--- config.mk ---
export PLATFORM = sky130hd
export DESIGN_NAME = present_encrypt_core
export DESIGN_NICKNAME = d
export VERILOG_FILES = /design/src/rtl/present_encrypt_core.sv
export SDC_FILE = /design/constraint.sdc
export NUM_CORES = 1
export LEC_CHECK = 0
export ABC_AREA = 1
export BUFFER_PORTS_ARGS = -buffer_cell sky130_fd_sc_hd__buf_2
export CAP_MARGIN = 20
export CORE_AREA = 4 4 141 197
export DETAILED_ROUTE_END_ITERATION = 12
export DIE_AREA = 0 0 145 201
export PLACE_DENSITY_LB_ADDON = 0.08
export SYNTH_ARGS = -nofsm -noshare
export SYNTH_HDL_FRONTEND = slang
export SYNTH_SLANG_ARGS = --single-unit
--- constraint.sdc ---
create_clock -name clk -period 6.48 [get_ports clk]
set_clock_uncertainty 0.2 [all_clocks]
set_input_delay 0 -clock clk [delete_from_list [all_inputs] [get_ports clk]]
set_output_delay 0 -clock clk [all_outputs]
set_load 0.02 [all_outputs]
--- src/rtl/present_encrypt_core.sv ---
// present_encrypt_core: iterative PRESENT-80/128 block encryption, one round per clock.
// Ports: clk, rst_n (async, active low); in_valid/in_ready/in_data/in_key take a
//        plaintext+key; out_valid/out_ready/out_data return the ciphertext; busy while rounds run.
module present_encrypt_core #(
    parameter int KEY_WIDTH = 80,
    parameter int ROUNDS    = 31
) (
    input  logic                 clk,
    input  logic                 rst_n,
    input  logic                 in_valid,
    output logic                 in_ready,
    input  logic [63:0]          in_data,
    input  logic [KEY_WIDTH-1:0] in_key,
    output logic                 out_valid,
    input  logic                 out_ready,
    output logic [63:0]          out_data,
    output logic                 busy
);

    if (KEY_WIDTH != 80 && KEY_WIDTH != 128) begin : g_bad_key
        $error("present_encrypt_core: KEY_WIDTH must be 80 or 128");
    end

    if (ROUNDS < 1 || ROUNDS > 31) begin : g_bad_rounds
        $error("present_encrypt_core: ROUNDS must be in 1..31");
    end

    typedef enum logic [1:0] {
        IDLE,
        BUSY,
        DONE
    } fsm_e;

    localparam logic [4:0] LAST_RC = 5'(ROUNDS);

    fsm_e                 fsm_q, fsm_d;
    logic [63:0]          st_q, st_d;
    logic [KEY_WIDTH-1:0] key_q, key_d;
    logic [4:0]           rc_q, rc_d;
    logic [63:0]          out_q, out_d;

    logic [63:0]          round_out;
    logic [KEY_WIDTH-1:0] key_next;

    function automatic logic [3:0] sbox(input logic [3:0] x);
        logic [3:0] y;
        case (x)
            4'h0: y = 4'hC;
            4'h1: y = 4'h5;
            4'h2: y = 4'h6;
            4'h3: y = 4'hB;
            4'h4: y = 4'h9;
            4'h5: y = 4'h0;
            4'h6: y = 4'hA;
            4'h7: y = 4'hD;
            4'h8: y = 4'h3;
            4'h9: y = 4'hE;
            4'hA: y = 4'hF;
            4'hB: y = 4'h8;
            4'hC: y = 4'h4;
            4'hD: y = 4'h7;
            4'hE: y = 4'h1;
            default: y = 4'h2;
        endcase
        return y;
    endfunction

    function automatic logic [63:0] s_layer(input logic [63:0] x);
        logic [63:0] y;
        y = '0;
        for (int n = 0; n < 16; n++) begin
            y[4*n +: 4] = sbox(x[4*n +: 4]);
        end
        return y;
    endfunction

    // Bit i moves to 16*i mod 63; bit 63 stays put.
    function automatic logic [63:0] p_layer(input logic [63:0] x);
        logic [63:0] y;
        y = '0;
        for (int i = 0; i < 63; i++) begin
            y[(16*i) % 63] = x[i];
        end
        y[63] = x[63];
        return y;
    endfunction

    assign round_out = p_layer(s_layer(st_q ^ key_q[KEY_WIDTH-1 -: 64]));

    // Key register update: rotate left by 61, S-box the top nibble(s),
    // fold the round counter into a fixed 5-bit window.
    if (KEY_WIDTH == 128) begin : g_k128
        logic [127:0] rot;
        always_comb begin
            rot = {key_q[66:0], key_q[127:67]};
            key_next = rot;
            key_next[127:124] = sbox(rot[127:124]);
            key_next[123:120] = sbox(rot[123:120]);
            key_next[66:62] = rot[66:62] ^ rc_q;
        end
    end else begin : g_k80
        logic [79:0] rot;
        always_comb begin
            rot = {key_q[18:0], key_q[79:19]};
            key_next = rot;
            key_next[79:76] = sbox(rot[79:76]);
            key_next[19:15] = rot[19:15] ^ rc_q;
        end
    end

    always_ff @(posedge clk or negedge rst_n) begin
        if (!rst_n) begin
            fsm_q <= IDLE;
            st_q  <= '0;
            key_q <= '0;
            rc_q  <= '0;
            out_q <= '0;
        end else begin
            fsm_q <= fsm_d;
            st_q  <= st_d;
            key_q <= key_d;
            rc_q  <= rc_d;
            out_q <= out_d;
        end
    end

    always_comb begin
        fsm_d = fsm_q;
        st_d  = st_q;
        key_d = key_q;
        rc_d  = rc_q;
        out_d = out_q;
        unique case (fsm_q)
            IDLE: begin
                if (in_valid) begin
                    st_d  = in_data;
                    key_d = in_key;
                    rc_d  = 5'd1;
                    fsm_d = BUSY;
                end
            end
            BUSY: begin
                st_d  = round_out;
                key_d = key_next;
                // Final round also applies the whitening key.
                if (rc_q == LAST_RC) begin
                    out_d = round_out ^ key_next[KEY_WIDTH-1 -: 64];
                    fsm_d = DONE;
                end else begin
                    rc_d = rc_q + 5'd1;
                end
            end
            DONE: begin
                if (out_ready) begin
                    fsm_d = IDLE;
                end
            end
            default: fsm_d = IDLE;
        endcase
    end

    assign in_ready  = (fsm_q == IDLE);
    assign busy      = (fsm_q == BUSY);
    assign out_valid = (fsm_q == DONE);
    assign out_data  = out_q;

endmodule

# Word-level counts from Yosys, hierarchy flattened
# Memories as Yosys holds them, arrays and structs flattened.
# Cells that the tools add are included.
[classes] bitwise_logic=3 addsub=1 eq_ne=7 reduce_logical=6 n_mux=11
[op_table] op="one-hot mux 80 bit (2 select lines)" count=1
[op_table] op="one-hot mux 64 bit (2 select lines)" count=1
[op_table] op="bitwise XOR 64 bit" count=2
[op_table] op="two-way mux 80 bit" count=1
[op_table] op="two-way mux 64 bit" count=1
[op_table] op="two-way mux 5 bit" count=2
[op_table] op="one-hot mux 5 bit (2 select lines)" count=1
[op_table] op="two-way mux 2 bit" count=3
[op_table] op="one-hot mux 2 bit (3 select lines)" count=1
[op_table] op="AND reduction 3 bit" count=2
[op_table] op="adder 5 x 1 -> 5 bit, second input constant" count=1
[op_table] op="== test 5 bit, second input constant" count=1
[op_table] op="bitwise XOR 5 bit" count=1
[op_table] op="!= test 2 x 1 -> 1 bit, second input constant" count=2
[op_table] op="!= test 2 bit, second input constant" count=2
[op_table] op="AND reduction 2 bit" count=2
[op_table] op="== test 2 x 1 -> 1 bit, second input constant" count=1
[op_table] op="== test 2 bit, second input constant" count=1
[op_table] op="logical NOT 2 bit" count=1
[op_table] op="nonzero test 2 bit" count=1
[totals] n_memories=17 inputBits=148 regBits=215 elab_cells=50 output_inout_bits=67 mem_bits_ro=1088
[memory_table] memory="(name not given)" depth=16 width=4 rd=1 rd_ports_with_merged_regs=0 wr=0 line_no="47" rtl="case (x)"
[memory_table] memory="(name not given)" depth=16 width=4 rd=1 rd_ports_with_merged_regs=0 wr=0 line_no="47"
[memory_table] memory="(name not given)" depth=16 width=4 rd=1 rd_ports_with_merged_regs=0 wr=0 line_no="47"
[memory_table] memory="(name not given)" depth=16 width=4 rd=1 rd_ports_with_merged_regs=0 wr=0 line_no="47"
[memory_table] memory="(name not given)" depth=16 width=4 rd=1 rd_ports_with_merged_regs=0 wr=0 line_no="47"
[memory_table] memory="(name not given)" depth=16 width=4 rd=1 rd_ports_with_merged_regs=0 wr=0 line_no="47"
[memory_table] memory="11 more memories"

# Depth between registers and ports, before layout
[depth] word_depth=3 ltp_mapped=12 depth_no_buf=12

# Least setup slack after synthesis
# No wires, ideal clock.
[synth_timing] kind="reg2reg" start="register key_q[17]" end="register out_q[0], in the netlist out_data[0]" synth_period_minus_slack_ps=2030 setup_ps=117 arrival_time_ps=1713 path_stages_with_launch=11 path_buffers=1 setup_slack_ps=4450 t_required_ps=6163 cell_sequence="dfrtp_1 -> buf_4 -> clkinv_1 -> nand2_1 -> nand2_1 -> ha_1 -> o21ai_0 -> ha_1 -> xnor2_1 -> nand2_1 -> nand2_1"
[synth_via] elab_chain_len=3
[synth_lines] element="start, declared" line_no="38" rtl="logic [KEY_WIDTH-1:0] key_q, key_d;"
[synth_lines] element="start signal, assigned" line_no="121" rtl="key_q <= key_d;"
[synth_lines] element="bitwise XOR 64 bit" line_no="88" rtl="assign round_out = p_layer(s_layer(st_q ^ key_q[KEY_WIDTH-1 -: 64]));"
[synth_lines] element="memory read (16 x 4 bit)"
[synth_lines] element="bitwise XOR 64 bit" line_no="147" rtl="out_d = round_out ^ key_next[KEY_WIDTH-1 -: 64];"
[synth_lines] element="end signal, assigned" line_no="123" rtl="out_q <= out_d;"
[synth_lines] element="end, declared" line_no="40" rtl="logic [63:0] out_q, out_d;"
# No other way between the ends.
# A chain may end at the register's enable or synchronous reset.

# Final worst setup path
[layout_timing] start="register fsm_q[1]" end="register key_q[73]"
[layout_via] elab_chain_len=3 elab_cells_between_ends=6 classes_between="2 x eq/ne; 1 x mux; 3 x reduce/logical"
[layout_lines] element="start, declared" line_no="36" rtl="fsm_e fsm_q, fsm_d;"
[layout_lines] element="start signal, assigned" line_no="119" rtl="fsm_q <= fsm_d;"
[layout_lines] element="== test 2 x 1 -> 1 bit or logical NOT 2 bit (tied branches)" line_no="133" rtl="unique case (fsm_q)"
[layout_lines] element="nonzero test 2 bit (no source line) or != test 2 bit (tied branches)"
[layout_lines] element="AND reduction 2 bit (no source line)"
# Several ways; a longest one is shown, not always the timed one.

==> results.yml <==
status:
  status: "finished, final reports clean"
sta:
  tightest_slew_ps: 1080
  finalSetupViolations: 0
  rsz0062_at_grt: "false"
  fin_setup_tns_ps: 0
  drv_slew: 0
  timing.final.crit_share: 0.529
  finalHoldViolCount: 0
  slew_headroom: 0.280
  layout_min_cycle_time_ps: 3430
  fmax_ghz: 0.292
grt:
  grt_max_degree: 121
  grt_usage: 0.371
  grt-ovfl-total: 0
  grt_pass1_wl_mm: 86.1
  antenna_found_initial: 1
  grt_pass1_vias: 15700
routing:
  viasPerCell: 5.58
  wl_per_cell_um: 19.3
  drc: 0
  wl_mm: 55.1
  via_count: 16000
  drtIter0Drc: 1273
  drtPass1Iterations: 7
  postRouteAntennaNets: 0
finish:
  nets: 2772
  syn_to_final_growth_pct: 23.6
  layout.cells.most_common: "nand2_1"
  n_antenna_cell: 0
  drive_gt1_frac: 0.132
  final_cell_mix: "nand2_1 (871), nand3_1 (246), dfrtp_1 (215)"
synth:
  synth.distinct_cells: 32
  yosysWarnings: 0
  syn_avg_cell_area_um2: 7.08
  seq_area_frac_synth: 0.350
  synthDominantAreaCellType: "dfrtp_1"
  synthesis.instances: 2171
  synth_seq_cells: 215
  synth.area.top_cells: "dfrtp_1 (35%), nand2_1 (21%), ha_1 (8.4%)"
  mappedNetlistNets: 2422
  netlist_area_um2: 15400
  synth_top_area_share: 0.350
setup_path:
  critPathMaxStageDelay_ps: 740
  cpMaxStageDelayCell: "inv_6"
  cp.required_ps: 6750
  worstPathCellList: "inv_2 -> nand2_4 -> inv_8 -> nor2_8 -> inv_6 -> buf_4 -> o211ai_1 -> o21ai_1"
  critical_path.max_fanout: 120
  rrSetupSlack_ps: 3050
  setup.worst_path.class: "reg2reg"
  r2r-end: "key_q[73]"
  cp-end-kind: "register"
  cp-startpoint: "fsm_q[1]"
  cp-start-kind: "register"
  r2r-start: "fsm_q[1]"
  cp_data_arrival_time_ps: 3690
  crit_end: "key_q[73]"
  critPathTopFamily: "buffers and inverters"
  critPathBufInv: 4
  r2r_cells: 8
  cp_num_cells: 8
clocking:
  cts_tree: "built"
  numCtsBuffers: 24
  cts_sinks: 215
  clk_latency_ps: 550
  cts_resized: 0
  cts_root_buf: "clkbuf_16"
  clkTransAtPathRegs_ps: 70
  hold_buffers: 177
  cts_buffer_depth: 3
  cts_setup_buffers: 0
  cts.htree.levels: 1
placement:
  dpl.hpwl_mm: 39.1
  io_buffers: 214
  place_congestion: 0.986
die:
  die_y_um: 201
  io_pins: 215
  core_um2: 26000
  row_count: 70
  start_util: 0.591
  die_w_um: 145
  dieArea_um2: 29100
hold_path:
  worst_hold_path_type: "in2reg"
job:
  maxCapViolCount: 0
-- kinds of logic (layout without fill, tap and decap cells) --
kind of cell               after synthesis  after routing  share of synthesized area
DFF                                    215            215                      0.350
adders and majority gates              103            103                     0.0838
AOI/OAI and AO/OA                      290            290                      0.128
buffers and inverters                  278            645                     0.0837
and+or+nand+nor                       1233           1233                      0.325
xor gates and xnor gates                52             52                     0.0296
-- per-layer routing --
layer	vias to the layer above	routed length (um)	part of all wire	track usage
met5	-	13	0.00024	0
li1	7666	-	-	-
met1	7406	21300	0.39	0.454
met3	178	3870	0.070	0.0504
met4	2	4030	0.073	0.224
met2	714	25900	0.47	0.624
-- cells in the mapped netlist (all sizes together) --
cell type,number
nor3,4
buf,58
xnor2,20
nand2,873
nand3,246
xor2,32
nand4,1
o221ai,1
a21oi,31
o21ai,167
o22ai,8
inv,200
clkinv,1
ha,103
dfrtp,215
o211ai,82
clkbuf,19
o31ai,1
nor2,109
-- worst min path at each step --
stage,startpoint,end,cells past startpoint
2_1_floorplan,rst_n,fsm_q[0],0
3_3_place_gp,rst_n,out_data[0],1
3_5_place_dp,rst_n,out_data[0],1
4_1_cts,in_key[27],key_q[27],4
5_1_grt,in_key[38],key_q[38],4
6_report,in_key[43],key_q[43],4
-- final cells by class --
cell class              instances  area, um2
clock buffers                  32        692
clock inverters                11        119
fillers                      2054       7010
inverters                     201        767
multi-input cells            1678       8710
flip-flops and latches        215       5380
well taps                     324        405
repair buffers                401       2930
-- through the flow --
step	hold slack, ps	utilization	worst slack [ps]	cells	instance area, um2
floorplan	-496	-	4450	2171	15400
global placement	-51.5	0.631	3190	2642	16400
detailed placement	-44.2	0.631	3080	2642	16400
CTS	49.6	0.730	3060	2862	19000
global route	89.2	0.730	2840	2862	19000
finish	65.3	0.730	3050	2862	19000
-- registers in the layout, summed over array words and instances (netlist names) --
signal and count:
fsm_q 2, key_q 80, out_data 64, rc_q 5
st_q 64
-- worst min-delay path: stages --
cell and delay [ps]:
dlygate4sd3_1 520, buf_2 110, o211ai_2 80, o21ai_1 70
Power is left out: the tool's default activity adds up to more than one toggle a clock period on the data nets, which glitch-free logic cannot reach.
